**src/rtl/if_stage.sv**
```systemverilog
// Instruction-fetch stage: owns the PC, issues one-outstanding fetches to
// instruction memory and presents {PC+PC_INC, instruction} to decode.
// A single buffer entry absorbs a response that lands while decode is stalled.
//
// state | meaning
// IDLE  | out of reset, nothing issued yet
// FETCH | request asserted at pc, waiting for imem_ready
// WAIT  | request accepted, waiting for imem_rvalid
// HOLD  | response parked in buffer until decode unstalls
module if_stage #(
    parameter logic [31:0] RESET_PC = 32'h0000_0000,
    parameter logic [31:0] PC_INC   = 32'd4
) (
    input  logic        CLK,
    input  logic        RST_N,
    output logic        imem_req,
    output logic [31:0] imem_addr,
    input  logic        imem_ready,
    input  logic        imem_rvalid,
    input  logic [31:0] imem_rdata,
    input  logic        stall,
    input  logic        redirect,
    input  logic [31:0] redirect_pc,
    output logic [63:0] IFID,
    output logic        ifid_valid
);

    localparam logic [1:0] IDLE  = 2'd0;
    localparam logic [1:0] FETCH = 2'd1;
    localparam logic [1:0] WAIT  = 2'd2;
    localparam logic [1:0] HOLD  = 2'd3;

    logic [1:0]  state_q, state_d;
    logic [31:0] pc_q, pc_d;
    logic [31:0] pc_req_q, pc_req_d;
    logic [63:0] ifid_q, ifid_d;
    logic        ifid_valid_q, ifid_valid_d;
    logic [63:0] buf_q, buf_d;
    logic        buf_valid_q, buf_valid_d;
    logic        kill_q, kill_d;
    logic [31:0] pc_next;

    // Address following the instruction in flight; wraps modulo 2^32.
    assign pc_next = pc_req_q + PC_INC;

    assign imem_req   = (state_q == FETCH) && !redirect;
    assign imem_addr  = pc_q;
    assign IFID       = ifid_q;
    assign ifid_valid = ifid_valid_q;

    // Next-state logic; redirect outranks stall and every other event.
    always_comb begin
        state_d      = state_q;
        pc_d         = pc_q;
        pc_req_d     = pc_req_q;
        ifid_d       = ifid_q;
        ifid_valid_d = ifid_valid_q;
        buf_d        = buf_q;
        buf_valid_d  = buf_valid_q;
        kill_d       = kill_q;

        if (redirect) begin
            pc_d         = redirect_pc;
            ifid_valid_d = 1'b0;
            buf_valid_d  = 1'b0;
            if (state_q == WAIT) begin
                if (imem_rvalid) begin
                    // response is for the old path; drop it and refetch
                    kill_d  = 1'b0;
                    state_d = FETCH;
                end else begin
                    // response still owed; swallow it when it arrives
                    kill_d  = 1'b1;
                end
            end else begin
                state_d = FETCH;
            end
        end else begin
            // an unstalled edge without a fresh load leaves a bubble
            if (!stall) begin
                ifid_valid_d = 1'b0;
            end
            case (state_q)
                IDLE: state_d = FETCH;
                FETCH: begin
                    if (imem_ready) begin
                        pc_req_d = pc_q;
                        state_d  = WAIT;
                    end
                end
                WAIT: begin
                    if (imem_rvalid) begin
                        if (kill_q) begin
                            kill_d  = 1'b0;
                            state_d = FETCH;
                        end else if (!stall || !ifid_valid_q) begin
                            ifid_d       = {pc_next, imem_rdata};
                            ifid_valid_d = 1'b1;
                            pc_d         = pc_next;
                            state_d      = FETCH;
                        end else begin
                            buf_d       = {pc_next, imem_rdata};
                            buf_valid_d = 1'b1;
                            pc_d        = pc_next;
                            state_d     = HOLD;
                        end
                    end
                end
                HOLD: begin
                    if (!stall) begin
                        ifid_d       = buf_q;
                        ifid_valid_d = 1'b1;
                        buf_valid_d  = 1'b0;
                        state_d      = FETCH;
                    end
                end
                default: state_d = IDLE;
            endcase
        end
    end

    // State registers with asynchronous active-low reset.
    always_ff @(posedge CLK or negedge RST_N) begin
        if (!RST_N) begin
            state_q      <= IDLE;
            pc_q         <= RESET_PC;
            pc_req_q     <= RESET_PC;
            ifid_q       <= 64'd0;
            ifid_valid_q <= 1'b0;
            buf_q        <= 64'd0;
            buf_valid_q  <= 1'b0;
            kill_q       <= 1'b0;
        end else begin
            state_q      <= state_d;
            pc_q         <= pc_d;
            pc_req_q     <= pc_req_d;
            ifid_q       <= ifid_d;
            ifid_valid_q <= ifid_valid_d;
            buf_q        <= buf_d;
            buf_valid_q  <= buf_valid_d;
            kill_q       <= kill_d;
        end
    end

endmodule

```
**config.mk**
```make
export PLATFORM = sky130hd
export DESIGN_NAME = if_stage
export DESIGN_NICKNAME = d
export VERILOG_FILES = /design/src/rtl/if_stage.sv
export SDC_FILE = /design/constraint.sdc
export NUM_CORES = 1
export LEC_CHECK = 0
export BUFFER_PORTS_ARGS = -buffer_cell sky130_fd_sc_hd__buf_2
export CAP_MARGIN = 20
export CORE_ASPECT_RATIO = 1.2
export CORE_MARGIN = 8
export CORE_UTILIZATION = 30
export CTS_CLUSTER_SIZE = 20
export DETAILED_ROUTE_END_ITERATION = 7
export SETUP_SLACK_MARGIN = 0.3
export SYNTH_ARGS = -nofsm -noshare
export SYNTH_HDL_FRONTEND = slang
export SYNTH_SLANG_ARGS = --single-unit
```
**constraint.sdc**
```tcl
create_clock -name CLK -period 4.3 [get_ports CLK]
set_input_delay 0.43 -clock CLK [delete_from_list [all_inputs] [get_ports CLK]]
set_output_delay 0.43 -clock CLK [all_outputs]
set_load 0.03 [all_outputs]
```
# Yosys cells after proc, flatten, opt, wreduce, memory -nomap -nowiden
# Cells that the tools add are included.
# totals
reg_bits	196
latchBits	0
word_cells	66
ram_bits	0
inputBits	70
out_inout_bits	98
n_memories	0
rom_bits	0
# classes
n_bitwise	3
n_mux	30
magnitude_cmp	0
shifts	0
div_mod_pow	0
mul	0
add_sub_neg	1
n_eq_ne	10
n_reduce_logical	15
# op_table
cell	n
$mux 64	4
$mux 32	4
$pmux 64 s2	1
$add 32x3->32 const B	1
$mux 2	8
$mux 1	11
$reduce_and 3->1	3
$ne 2x2->1 const B	4
$pmux 2 s4	1
$ne 3x3->1 const B	2
$reduce_and 6->1	1
$reduce_bool 2->1	3
$reduce_and 5->1	1
$eq 2x2->1 const B	2
$logic_not 1->1	3
$not 1->1	3
$eq 2x1->1 const B	1
$logic_not 2->1	1
$ne 2x1->1 const B	1
$pmux 1 s2	1
$reduce_and 2->1	1
$logic_and 1x1->1	1
$logic_or 1x1->1	1

# Longest topological paths before layout
# logic_depth
depth_word	7
ltp_mapped	9
mapped_depth_nobuf	7

# Least setup slack after synthesis
# Ideal clock, no wire load.
# synth_timing
kind	reg-to-reg
startpoint	register state_q[1]
endpoint	register pc_req_q[10]
slack_ps	2270
stages_incl_launch_ff	7
period_less_slack_ps	2030
arrival_ps	1905
setup_time_ps	125
path_buffers	1
required_time_ps	4175
path_cell_list	dfrtp_1 -> inv_1 -> ha_1 -> nor2b_1 -> nand2_1 -> buf_1 -> mux2_2
# synth_via
elab_chain_len	2
# synth_lines
element	line_no	text
start, declared	33	logic [1:0] state_q, state_d;
start signal, assigned	134	state_q <= state_d;
$eq 2x1->1	83	case (state_q)
$reduce_and 3->1 (no line)	-	
end signal, assigned	136	pc_req_q <= pc_req_d;
end, declared	35	logic [31:0] pc_req_q, pc_req_d;
# No other way between the ends.
# A chain may end at the register's enable or synchronous reset.

# Final worst setup path
# layout_timing
startpoint	register state_q[0]
endpoint	register buf_q[46]
# layout_via
elab_chain_len	2
# layout_lines
element	line_no	text
$eq 2x2->1	83	
$reduce_and 5->1 (no line)	-	
end signal, assigned	139	buf_q <= buf_d;
end, declared	38	logic [63:0] buf_q, buf_d;
# No other way between the ends.

==> reports/metrics.cfg <==
[outcome]
status=finished clean

[critical_path]
worstReg2RegEnd=buf_q[46]
start_kind=flip-flop
required_ns=4.67
startpoint=state_q[0]
r2r_cells=8
worstPathArrival_ns=3.03
worstSetupPathType=reg -> reg
rrSetupSlack_ns=1.64
endpoint_kind=flip-flop
critical_path.max_fanout=24
reg2reg_from=state_q[0]
cp-endpoint=buf_q[46]

[clocking]
cts_resized=0
cts_buffers=17
ctsRootBufferMaster=clkbuf_16
clk_latency_ns=0.43
post_cts.repair.setup_buffers=0
tritoncts=built
numClockSinks=196
htree_num_levels=4
cts-hold-fix-buffers=0
ctsLongestPathBuffers=2
clk_pin_slew_worst_paths_ns=0.08

[detailed_routing]
drcViolationCount=0
num_vias=6818
wl_per_cell_um=16.82
avgViaCountPerCell=4.731
drtPass1Iterations=5
drtAntennaViolNets=0
drtIter0Drc=510
drt-total-wl_mm=24.24

[floorplanning]
fp-row-count=68
die_area_mm2=0.03514
fp.dieW_um=172.5
core_mm2=0.02884
pin_count=168
fp.dieH_um=203.7
initial_utilization_pct=30.55

[grt]
grt_overflow=0
first_global_vias=6910
grt_usage_pct=14.05
antenna_found_initial=2
grt_max_degree=104
grt_pass1_wl_mm=38.52

[logic_synthesis]
postSynthAreaPerCell_um2=9.770
synth-edff-count=0
ys.flop_type=dfrtp_1
syn_inst=902
synthArstFlopShare_pct=100.0
synth_nets=977
synth_seq_cells=196
synth_cell_type_count=45
yosysSeqAreaShare_pct=55.66
syn_area_mm2=0.008812
ys_warn_count=0

[finish]
final_area_mm2=0.01063
synthToLayoutAreaGrowth_pct=20.59
regArea_mm2=0.004905
layout_commonest_cell=nand2_1
multi_input_area_mm2=0.003691
n_fill_cell=2903
drive_gt1_share_pct=23.98
final_cell_mix=241 x nand2_1, 196 x dfrtp_1, 166 x buf_2
fin_nets=1117

[sta]
tightest_slew_ns=0.9529
setup_tns_ns=0
fin_skew_ns=0.01173
fin_crit_sh_pct=61.79
relSlewSlack_pct=36.42
min_period_ns=2.657
fin_ws_ns=1.643
report.final.hold_viol_count=0
rsz0062_at_grt=false
setup_violations=0
fmax_ghz=0.3764
maxSlewViolCount=0

[pwr]
pwr-share-seq_pct=40.3
pwr-share-clk_pct=22.5
comb_power_share_pct=37.2
p_sw_share_pct=42.15
vdd_drop_max_v=0.0002446
powerDensity_mw_per_mm2=645.2
leakagePower_nw=5.034
p_int_w=0.003966
power_w=0.006856
p_sw_w=0.002890

[place]
placedInstanceArea_mm2=0.01005
place_ws_ns=1.584
globalplace.congestion=0.8024
dp_hpwl_mm=17.15
port_buffers=167

[run]
maxCapViolations=0

[worst_hold_path]
hold_path_class=in -> async

-- flip-flops by register name (all words and copies together) (netlist names) --
name        count
buf_q          64
state_q         2
kill_q          1
ifid_valid      1
imem_addr      32
IFID           64
pc_req_q       32
-- power groups by stage --
stage	Sequential [W]	Clock (W)	Combinational [W]
floorplan	0.00333	0	0.00114
global placement	0.00278	0	0.00256
detailed placement	0.00280	0	0.00260
CTS	0.00277	0.00160	0.00260
global route	0.00283	0.00167	0.00280
finish	0.00276	0.00154	0.00255
-- cell usage after synthesis, drive strengths merged, types with 8 or more instances --
cell | number | area [um2]
xnor2 | 10 | 87.58
o211ai | 9 | 67.56
dfrtp | 196 | 4905
nand4 | 18 | 118.9
xor2 | 13 | 113.9
mux2 | 34 | 382.9
nand3 | 20 | 100.1
and3 | 13 | 81.33
nor3 | 13 | 70.07
a21oi | 27 | 135.1
mux2i | 43 | 430.4
buf | 11 | 45.04
o21ai | 109 | 545.5
inv | 8 | 30.03
clkbuf | 45 | 168.9
nor2 | 30 | 112.6
nand2 | 242 | 908.4
-- area by class of cell --
class                      count  area share, %
clock buffer                  17          4.003
multi-input combinational    642          34.73
antenna                        1        0.02355
tap                          385          4.533
inverter                       8         0.2826
clock inverter                15          1.378
timing repair buffer         177          8.890
sequential                   196          46.16
-- through the flow --
stage	cells	hold slack, ns	utilization [%]
after floorplan	902	0.1344	-
after global placement	1408	0.4501	34.85
after detailed placement	1408	0.4533	34.85
after CTS	1440	0.1251	36.83
after global routing	1441	0.1348	36.84
final	1441	0.08486	36.84
-- cell families after synthesis --
logic type | Yosys count | synth area share, %
xor+xnor | 23 | 2.286
flops | 196 | 55.66
buf+inv | 64 | 2.769
simple gates | 366 | 18.57
mux | 77 | 9.229
compound gates | 171 | 10.78
fa+ha+maj | 5 | 0.7099
-- worst max-delay path, stage by stage (launching register included) --
cell     delay, ns
dfrtp_1       0.47
inv_1         0.09
ha_1          0.29
and3b_1       0.32
nand2_1       0.33
nor2_4        0.58
buf_4         0.35
nand2_1       0.08
nand2_1       0.08
-- worst min path at each step --
| stage | end | startpoint |
|---|---|---|
| final | imem_addr[6] | RST_N |
| after floorplan | IFID[0] | RST_N |
| after global placement | IFID[37] | IFID[37] |
| after CTS | pc_req_q[6] | RST_N |
| after detailed placement | IFID[37] | IFID[37] |
| after global routing | imem_addr[6] | RST_N |
-- routing by layer --
layer  wire length (um)  GRT usage (%)  vias to the layer above  share of wire (%)
met1              10780          18.08                     3222                 44
met5                 15              0                        -              0.062
met2              11560          22.61                      177                 48
met3               1464          3.656                       32                6.0
met4                414          4.502                        2                1.7
li1                   -              -                     3385                  -
Note: power is estimated with default switching activity, not from simulation.
